File: src/rtl/qam_pkg.sv
// qam_pkg: shared constants and types for the QAM demodulator slice.
//   - per-axis constellation levels and slicing thresholds
//   - 2-bit per-axis codes and the 4-bit symbol type
//   - demodulator FSM state enum
//   - code_level(): maps a 2-bit axis code back to its ideal level
package qam_pkg;

  localparam logic signed [7:0] LVL_NEG_OUT = -8'sd61;
  localparam logic signed [7:0] LVL_NEG_IN  = -8'sd20;
  localparam logic signed [7:0] LVL_POS_IN  =  8'sd20;
  localparam logic signed [7:0] LVL_POS_OUT =  8'sd61;

  localparam logic signed [7:0] TH_LO  = -8'sd41;
  localparam logic signed [7:0] TH_MID =  8'sd0;
  localparam logic signed [7:0] TH_HI  =  8'sd41;

  localparam logic [1:0] CODE_NEG_OUT = 2'b00;
  localparam logic [1:0] CODE_POS_OUT = 2'b01;
  localparam logic [1:0] CODE_NEG_IN  = 2'b10;
  localparam logic [1:0] CODE_POS_IN  = 2'b11;

  localparam int unsigned ERR_W = 12;

  typedef enum logic [1:0] {
    IDLE  = 2'd0,
    RUN   = 2'd1,
    FLUSH = 2'd2,
    DONE  = 2'd3
  } state_e;

  typedef logic [3:0] symbol_t;

  function automatic logic signed [7:0] code_level(input logic [1:0] code);
    logic signed [7:0] lvl;
    case (code)
      CODE_NEG_OUT: lvl = LVL_NEG_OUT;
      CODE_POS_OUT: lvl = LVL_POS_OUT;
      CODE_NEG_IN:  lvl = LVL_NEG_IN;
      default:      lvl = LVL_POS_IN;
    endcase
    return lvl;
  endfunction

endpackage

File: src/rtl/qam_slicer.sv
// qam_slicer: combinational single-axis hard-decision slicer.
// Ports:
//   x_i    [7:0] signed  axis sample
//   code_o [1:0]         decided constellation code
//   err_o  [6:0]         |x - level(code)|, forced to 0 when ERR_EN = 0
// Parameter ERR_EN enables the absolute-error path.
module qam_slicer
  import qam_pkg::*;
#(
  parameter bit ERR_EN = 1'b1
) (
  input  logic signed [7:0] x_i,
  output logic [1:0]        code_o,
  output logic [6:0]        err_o
);

  always_comb begin
    if (x_i <= TH_LO) begin
      code_o = CODE_NEG_OUT;
    end else if (x_i < TH_MID) begin
      code_o = CODE_NEG_IN;
    end else if (x_i < TH_HI) begin
      code_o = CODE_POS_IN;
    end else begin
      code_o = CODE_POS_OUT;
    end
  end

  if (ERR_EN) begin : g_err
    logic signed [8:0] diff;
    logic [8:0]        mag;
    logic signed [7:0] lvl;
    always_comb begin
      lvl  = code_level(code_o);
      diff = {x_i[7], x_i} - {lvl[7], lvl};
      mag  = diff[8] ? 9'(-diff) : 9'(diff);
      // worst case is |-128 - (-61)| = 67, so 7 bits suffice
      err_o = mag[6:0];
    end
  end else begin : g_no_err
    assign err_o = '0;
  end

endmodule

File: src/rtl/qam_demod.sv
// qam_demod: framed 16-QAM hard-decision demodulator.
// Ports:
//   clk            clock, rising edge
//   rst            synchronous active-low reset
//   I_data, Q_data 8-bit two's complement sample pair
//   data_valid_i   pair valid this cycle (accepted only in RUN)
//   start          begin a frame (sampled in IDLE only)
//   done_flag_i    last pair of the frame is present or already sent
//   symbol         recovered symbol, [3:2] from I, [1:0] from Q
//   data_valid_o   one-cycle pulse per emitted symbol
//   done_flag_o    one-cycle end-of-frame pulse
//   sym_cnt        symbols emitted in the current frame (wraps)
//   err_acc        (only with QAM_DEMOD_ERR_EN) saturating sum of slicing errors
// Pipeline: stage 1 registers the accepted pair, stage 2 registers the slice.
// FLUSH lasts two cycles so the last accepted pair leaves stage 2 before DONE.
module qam_demod
  import qam_pkg::*;
(
  input  logic       clk,
  input  logic       rst,
  input  logic [7:0] I_data,
  input  logic [7:0] Q_data,
  input  logic       data_valid_i,
  input  logic       start,
  input  logic       done_flag_i,
  output logic [3:0] symbol,
  output logic       data_valid_o,
  output logic       done_flag_o,
  output logic [7:0] sym_cnt
`ifdef QAM_DEMOD_ERR_EN
  ,
  output logic [11:0] err_acc
`endif
);

`ifdef QAM_DEMOD_ERR_EN
  localparam bit ERR_EN_P = 1'b1;
`else
  localparam bit ERR_EN_P = 1'b0;
`endif

  state_e state_q, state_d;
  logic   flush_q, flush_d;
  logic   accept;
  logic   frame_start;
  logic   done_d;

  logic signed [7:0] i_q, q_q;
  logic              v1_q;
  symbol_t           symbol_q;
  logic              dv_q;
  logic [7:0]        cnt_q;

  logic [1:0] i_code, q_code;
  logic [6:0] i_err, q_err;

  qam_slicer #(.ERR_EN(ERR_EN_P)) u_slice_i (
    .x_i    (i_q),
    .code_o (i_code),
    .err_o  (i_err)
  );

  qam_slicer #(.ERR_EN(ERR_EN_P)) u_slice_q (
    .x_i    (q_q),
    .code_o (q_code),
    .err_o  (q_err)
  );

  always_comb begin
    state_d     = state_q;
    flush_d     = flush_q;
    accept      = 1'b0;
    frame_start = 1'b0;
    done_d      = 1'b0;
    case (state_q)
      IDLE: begin
        if (start) begin
          state_d     = RUN;
          frame_start = 1'b1;
        end
      end
      RUN: begin
        accept = data_valid_i;
        if (done_flag_i) begin
          state_d = FLUSH;
          flush_d = 1'b0;
        end
      end
      FLUSH: begin
        if (flush_q) begin
          state_d = DONE;
        end else begin
          flush_d = 1'b1;
        end
      end
      DONE: begin
        done_d  = 1'b1;
        state_d = IDLE;
      end
      default: state_d = IDLE;
    endcase
  end

  always_ff @(posedge clk) begin
    if (!rst) begin
      state_q  <= IDLE;
      flush_q  <= 1'b0;
      i_q      <= '0;
      q_q      <= '0;
      v1_q     <= 1'b0;
      symbol_q <= '0;
      dv_q     <= 1'b0;
      cnt_q    <= '0;
    end else begin
      state_q <= state_d;
      flush_q <= flush_d;
      v1_q    <= accept;
      if (accept) begin
        i_q <= I_data;
        q_q <= Q_data;
      end
      dv_q <= v1_q;
      if (v1_q) begin
        symbol_q <= {i_code, q_code};
      end
      if (frame_start) begin
        cnt_q <= '0;
      end else if (v1_q) begin
        cnt_q <= cnt_q + 8'd1;
      end
    end
  end

`ifdef QAM_DEMOD_ERR_EN
  logic [ERR_W-1:0] err_q, err_d;
  logic [ERR_W:0]   err_sum;

  always_comb begin
    err_sum = {1'b0, err_q} + {6'b0, i_err} + {6'b0, q_err};
    err_d   = err_q;
    if (frame_start) begin
      err_d = '0;
    end else if (v1_q) begin
      err_d = err_sum[ERR_W] ? '1 : err_sum[ERR_W-1:0];
    end
  end

  always_ff @(posedge clk) begin
    if (!rst) begin
      err_q <= '0;
    end else begin
      err_q <= err_d;
    end
  end

  assign err_acc = err_q;
`else
  logic unused_err;
  assign unused_err = ^{i_err, q_err};
`endif

  assign symbol       = symbol_q;
  assign data_valid_o = dv_q;
  assign done_flag_o  = done_d;
  assign sym_cnt      = cnt_q;

endmodule

File: config.mk
export PLATFORM = sky130hd
export DESIGN_NAME = qam_demod
export DESIGN_NICKNAME = d
export VERILOG_FILES = /design/src/rtl/qam_pkg.sv /design/src/rtl/qam_slicer.sv /design/src/rtl/qam_demod.sv
export SDC_FILE = /design/constraint.sdc
export NUM_CORES = 1
export LEC_CHECK = 0
export BUFFER_PORTS_ARGS = -buffer_cell sky130_fd_sc_hd__buf_4
export CAP_MARGIN = 20
export CORE_MARGIN = 2
export CORE_UTILIZATION = 46
export DETAILED_ROUTE_END_ITERATION = 6
export PLACE_DENSITY = 0.82
export SLEW_MARGIN = 20
export SYNTH_ARGS = -nofsm -noshare
export SYNTH_HDL_FRONTEND = slang
export SYNTH_SLANG_ARGS = --single-unit
File: constraint.sdc
create_clock -name clk -period 1.3 [get_ports clk]
set_input_delay 0 -clock clk [delete_from_list [all_inputs] [get_ports clk]]
set_output_delay 0 -clock clk [all_outputs]
set_load 0.05 [all_outputs]
## Yosys cells after proc, flatten, opt, wreduce, memory -nomap -nowiden

Cells that the tools add are included.

| cells by class | value |
|---|---|
| $mul | 0 |
| add/subtract/negate cells | 1 |
| bitwise gates (word level) | 1 |
| eq/ne operators | 6 |
| reduce and logical (&&, ||, !) cells | 5 |
| shifts and indexed selects | 0 |
| divide/modulo/power cells | 0 |
| $lt $le $gt $ge | 6 |
| muxes and demuxes | 16 |

Operators with widths:

| cell | count |
|---|---|
| $mux 2 | 9 |
| $le 8x7->1 const B | 2 |
| $lt 8x1->1 const B | 2 |
| $lt 8x7->1 const B | 2 |
| $add 8x1->8 const B | 1 |
| $pmux 2 s4 | 1 |
| $ne 2x2->1 const B | 3 |
| $mux 1 | 5 |
| $eq 2x2->1 const B | 2 |
| $reduce_and 3->1 | 1 |
| $eq 2x1->1 const B | 1 |
| $logic_not 2->1 | 1 |
| $pmux 1 s2 | 1 |
| $reduce_and 2->1 | 1 |
| $reduce_bool 2->1 | 1 |
| $reduce_or 2->1 | 1 |
| $not 1->1 | 1 |

| word-level totals | value |
|---|---|
| bits in latches | 0 |
| bits in writable memories | 0 |
| register bits after elaboration | 33 |
| output and inout bits | 14 |
| bits in read-only memories | 0 |
| bits of input ports | 21 |
| memories | 0 |
| logic and storage cells | 43 |

## Longest topological paths before layout

| depth | value |
|---|---|
| depth after elaboration | 4 |
| mapped depth | 7 |
| mapped depth without buffers | 5 |

## By module

Synthesis repeated with hierarchy kept, for this count alone.

| unflattened totals | value |
|---|---|
| cell total of the unflattened synthesis | 179 |
| area, all modules | 1562.7 um^2 |

By module, submodules not included:

| module | sequential area each (um^2) | area an instance (um^2) | instances | cells an instance |
|---|---|---|---|---|
| qam_demod | 660.6 | 1362.6 | 1 | 147 |
| qam_slicer | 0.0 | 100.1 | 2 | 16 |

## Least setup slack after synthesis

OpenSTA, ideal clock, no wires.

| timing path | value |
|---|---|
| path type | reg-to-reg |
| start point | reg cnt_q[2], in the netlist sym_cnt[2] |
| end point | reg cnt_q[7], in the netlist sym_cnt[7] |
| stages on the path, launching flop included | 4 |
| path slack | -323 ps |
| path buffers | 0 |
| setup time | 71 ps |
| required time | 1229 ps |
| data arrival time | 1552 ps |
| period minus slack after synthesis | 1623 ps |
| cell sequence | dfxtp_1 nand4_2 or4b_1 a21oi_1 |

| on the way | value |
|---|---|
| longest elaborated chain between the ends | 1 |

RTL lines:

| item | line | source |
|---|---|---|
| start, declared | qam_demod.sv:52 | `logic [7:0] cnt_q;` |
| start signal, assigned | qam_demod.sv:129 | `cnt_q <= cnt_q + 8'd1;` |
| $add 8x1->8 | qam_demod.sv:129 |  |

Every way passes these cells.
A chain may end at the register's enable or synchronous reset.

## Final worst setup path

| timing path | value |
|---|---|
| start point | reg state_q[0] |
| end point | reg state_q[1] |

| on the way | value |
|---|---|
| longest elaborated chain between the ends | 3 |
| elaborated cells on any way between the ends | 9 |
| those cells by class | eq/ne: 6; mux: 1; reduce/logical: 2 |

RTL lines:

| item | line | source |
|---|---|---|
| start, declared | qam_demod.sv:42 | `state_e state_q, state_d;` |
| start signal, assigned | qam_demod.sv:115 | `state_q <= state_d;` |
| $eq 2x2->1, or another cell as far along | qam_demod.sv:75 | `case (state_q)` |
| $ne 2x2->1 (no line) | - |  |
| $reduce_and 3->1 (no line) | - |  |

Parallel ways exist; a longest one is shown, timed or not.

==> metrics.cfg <==
[final_layout]
final_cell_mix = sky130_fd_sc_hd__buf_4, sky130_fd_sc_hd__nand2_1, sky130_fd_sc_hd__dfxtp_1, sky130_fd_sc_hd__a21oi_1, sky130_fd_sc_hd__dlygate4sd3_1
antenna_cells = 0
drive_gt1_share_pct = 29.5
multi_input_area_um2 = 692
nFillCells = 223
area.sequential_um2 = 676
layout_commonest_cell = sky130_fd_sc_hd__buf_4
total_number_of_nets_in_the_final_design = 245
final_design_area_no_fill_um2 = 1970
area_growth_pct = 46.5

[synth]
postSynthAreaPerCell_um2 = 8.37
part_of_the_yosys_area_used_for_sequential_elements_pct = 49.0
number_of_standard_cells_after_synthesis = 161
syn_area_um2 = 1350
synth_top_area_cell = sky130_fd_sc_hd__dfxtp_1
synth-seq-cells = 33
netlist.area_leader.share_pct = 49.0
synth.distinct_cells = 29
post_synth_main_area_contributors = sky130_fd_sc_hd__dfxtp_1, sky130_fd_sc_hd__nand2_1, sky130_fd_sc_hd__a21oi_1
yosys_warnings = 0
postSynthNetCount = 187

[place]
dpl_cell_area_um2 = 1690
port-buffer-count = 34
gpl.final_weighted_congestion = 0.770
detailed_place_hpwl_um = 2100
dpl_worst_slack_ns = -0.115

[worst_setup_path]
critical_path_class = reg -> reg
worst-path-stages = 6
r2r_setup_slack_ns = 0.07
cp_max_fo = 4
critical_path_end_type = flop
critPathLaunch = state_q[0]$_SDFFE_PN0P_
r2r_cells = 6
critical_path.reg2reg.endpoint = state_q[1]$_SDFFE_PN0P_
critPathSlowestCell = sky130_fd_sc_hd__dfxtp_1
cp-endpoint = state_q[1]$_SDFFE_PN0P_
start_kind = flop
cp_data_required_time_ns = 1.59
critical_path.max_stage_delay_ns = 0.34
critical_path.top_delay_family = flip-flops
timing.critical_path.arrival_ns = 1.52
worstPathCellList = buf_4, inv_2, ha_4, nand2b_1, a31o_2, a21oi_1
timing.critical_path.buf_inv = 2
timing.rr.start = state_q[0]$_SDFFE_PN0P_

[clocking]
cts_post_setup_buffers_inserted = 0
latest_clock_arrival_within_the_worst_skew_pair_ns = 0.34
cts.sink_count = 33
clock_tree.htree_level_count = 2
clockBufferDepth = 2
clk_root_buffer_cell = sky130_fd_sc_hd__clkbuf_4
cts_tree = yes
clk_pin_slew_ns = 0.10
cts-buffers-inserted = 5

[sta]
layout_setup_ws_ns = 0.0681
min_period_over_period_pct = 94.8
maxClockFrequency_mhz = 812
fin_skew_ns = 0.00881
worst_slew_margin_rel_pct = 77.1
tns_ns = 0
drv_slew = 0
timing.final.hold_violations = 1
fin_hold_ws_ns = -0.000576
setup_viol = 0
timing.final.crit_period_ns = 1.23
tightestPinTransition_ns = 0.340

[die]
io_pins = 35
floorplan.rows = 19
die_x_um = 58.1
initial_core_util_pct = 48.4
fp.dieArea_um2 = 3380
core_area_um2 = 2780
die_h_um = 58.1

[drt]
dr_total_vias = 1343
post_drt_via_cell_ratio = 5.35
remaining_drc_errors = 0
first_iter_violations = 62
ant_nets = 0
finalWirelength_um = 3400
drt_pass1_iterations = 4
routedWlPerCell_um = 13.5

[flow_run]
maxCapViolations = 0

[run_status]
run_status = complete, but fails checks
violations = hold timing

[grt]
overflow_left_after_global_routing = 0
maximum_number_of_pins_on_one_net_before_global_route_repair = 19
first_global_vias = 1332
grt_pass1_wl_um = 5450
grt.total_usage_pct = 22.0
antenna_violations_before_repair = 0

[power_and_ir_drop]
ir_worst_vdd_uv = 1230
total_power_uw = 2950
leakage_uw = 0.000799
cellPowerDensity_nw_per_um2 = 1490

[hold_path]
holdCritPathClass = in -> reg

==> repair_timing <==
item,CTS,global route
pin swaps,0,1
hold buffers,17,0
resized for setup,1,11
hold endpoints to repair,20,0
setup endpoints to repair,16,27
==> cells in the mapped netlist <==
library cell / count
sky130_fd_sc_hd__a211oi_1: 2
sky130_fd_sc_hd__a21o_1: 1
sky130_fd_sc_hd__a21oi_1: 21
sky130_fd_sc_hd__a31o_2: 1
sky130_fd_sc_hd__a31oi_1: 2
sky130_fd_sc_hd__and2_1: 2
sky130_fd_sc_hd__buf_2: 2
sky130_fd_sc_hd__clkbuf_1: 4
sky130_fd_sc_hd__dfxtp_1: 33
sky130_fd_sc_hd__ha_1: 5
sky130_fd_sc_hd__inv_1: 4
sky130_fd_sc_hd__mux2i_1: 2
sky130_fd_sc_hd__nand2_1: 39
sky130_fd_sc_hd__nand2b_1: 3
sky130_fd_sc_hd__nand3_1: 3
sky130_fd_sc_hd__nand3b_1: 1
sky130_fd_sc_hd__nand4_1: 3
sky130_fd_sc_hd__nand4_2: 1
sky130_fd_sc_hd__nor2_1: 11
sky130_fd_sc_hd__nor3_1: 1
sky130_fd_sc_hd__nor3b_1: 1
sky130_fd_sc_hd__nor4_1: 2
sky130_fd_sc_hd__nor4b_1: 1
sky130_fd_sc_hd__o21ai_0: 7
sky130_fd_sc_hd__o31ai_1: 1
sky130_fd_sc_hd__or3_1: 2
sky130_fd_sc_hd__or4b_1: 1
sky130_fd_sc_hd__xnor2_1: 2
sky130_fd_sc_hd__xor2_1: 3
==> worst min-delay path, delay by kind of cell <==
family                 cells  cell delay (ns)
AND/OR/NAND/NOR            2             0.09
AO/OA/AOI/OAI              1             0.13
buffers and inverters      1             0.08
==> final cells by class <==
| class | count | area share, % |
|---|---|---|
| inverter | 4 | 0.760 |
| tap | 31 | 1.96 |
| clock inverter | 1 | 0.253 |
| clock buffer | 7 | 3.30 |
| multi-input combinational | 118 | 35.0 |
| timing repair buffer | 57 | 24.5 |
| sequential | 33 | 34.2 |
==> where the power goes <==
part           total [uW]  switching, uW  internal [uW]
Sequential           1230           92.0           1140
Combinational        1060            586            472
Clock                 658            345            313
==> per-stage QoR <==
step	cells	utilization, %
after floorplan	161	-
after global placement	226	60.7
after detailed placement	226	60.7
after CTS	251	69.4
after global routing	251	71.0
final	251	71.0
==> metal layers <==
layer  wire [um]  global-route usage (%)
met2        1830                    38.8
met5           0                       0
met1        1250                    21.6
met4         146                    17.3
met3         167                    5.80
==> how the worst min path moves through the flow <==
stage,start,endpoint,slack [ns],depth (start not counted)
finish,done_flag_i,flush_q$_SDFFE_PN0P_,-0.0006,4
global route,done_flag_i,flush_q$_SDFFE_PN0P_,0.05,4
CTS,done_flag_i,flush_q$_SDFFE_PN0P_,0.02,4
detailed placement,Q_data[2],q_q[2]$_SDFFE_PN0P_,0.25,3
global placement,Q_data[4],q_q[4]$_SDFFE_PN0P_,0.25,3
floorplan,I_data[0],i_q[0]$_SDFFE_PN0P_,0.14,2
==> cell families (layout without fill, tap and decap cells) <==
| kind of cell | after synthesis | in the layout | share of synthesized area [%] |
|---|---|---|---|
| and+or+nand+nor | 71 | 71 | 24.4 |
| AOI/OAI and AO/OA | 35 | 35 | 14.2 |
| DFF | 33 | 33 | 49.0 |
| buffers and inverters | 10 | 69 | 2.97 |
| adders and majority gates | 5 | 5 | 4.64 |
| xor gates and xnor gates | 5 | 5 | 3.25 |
| muxes | 2 | 2 | 1.49 |
==> sequential cells by signal, summed over array words and instances, names as in the netlist <==
signal	count
state_q	2
i_q	8
data_valid_o	1
v1_q	1
q_q	8
sym_cnt	8
symbol	4
flush_q	1
Power figures use the tool's default switching activity.
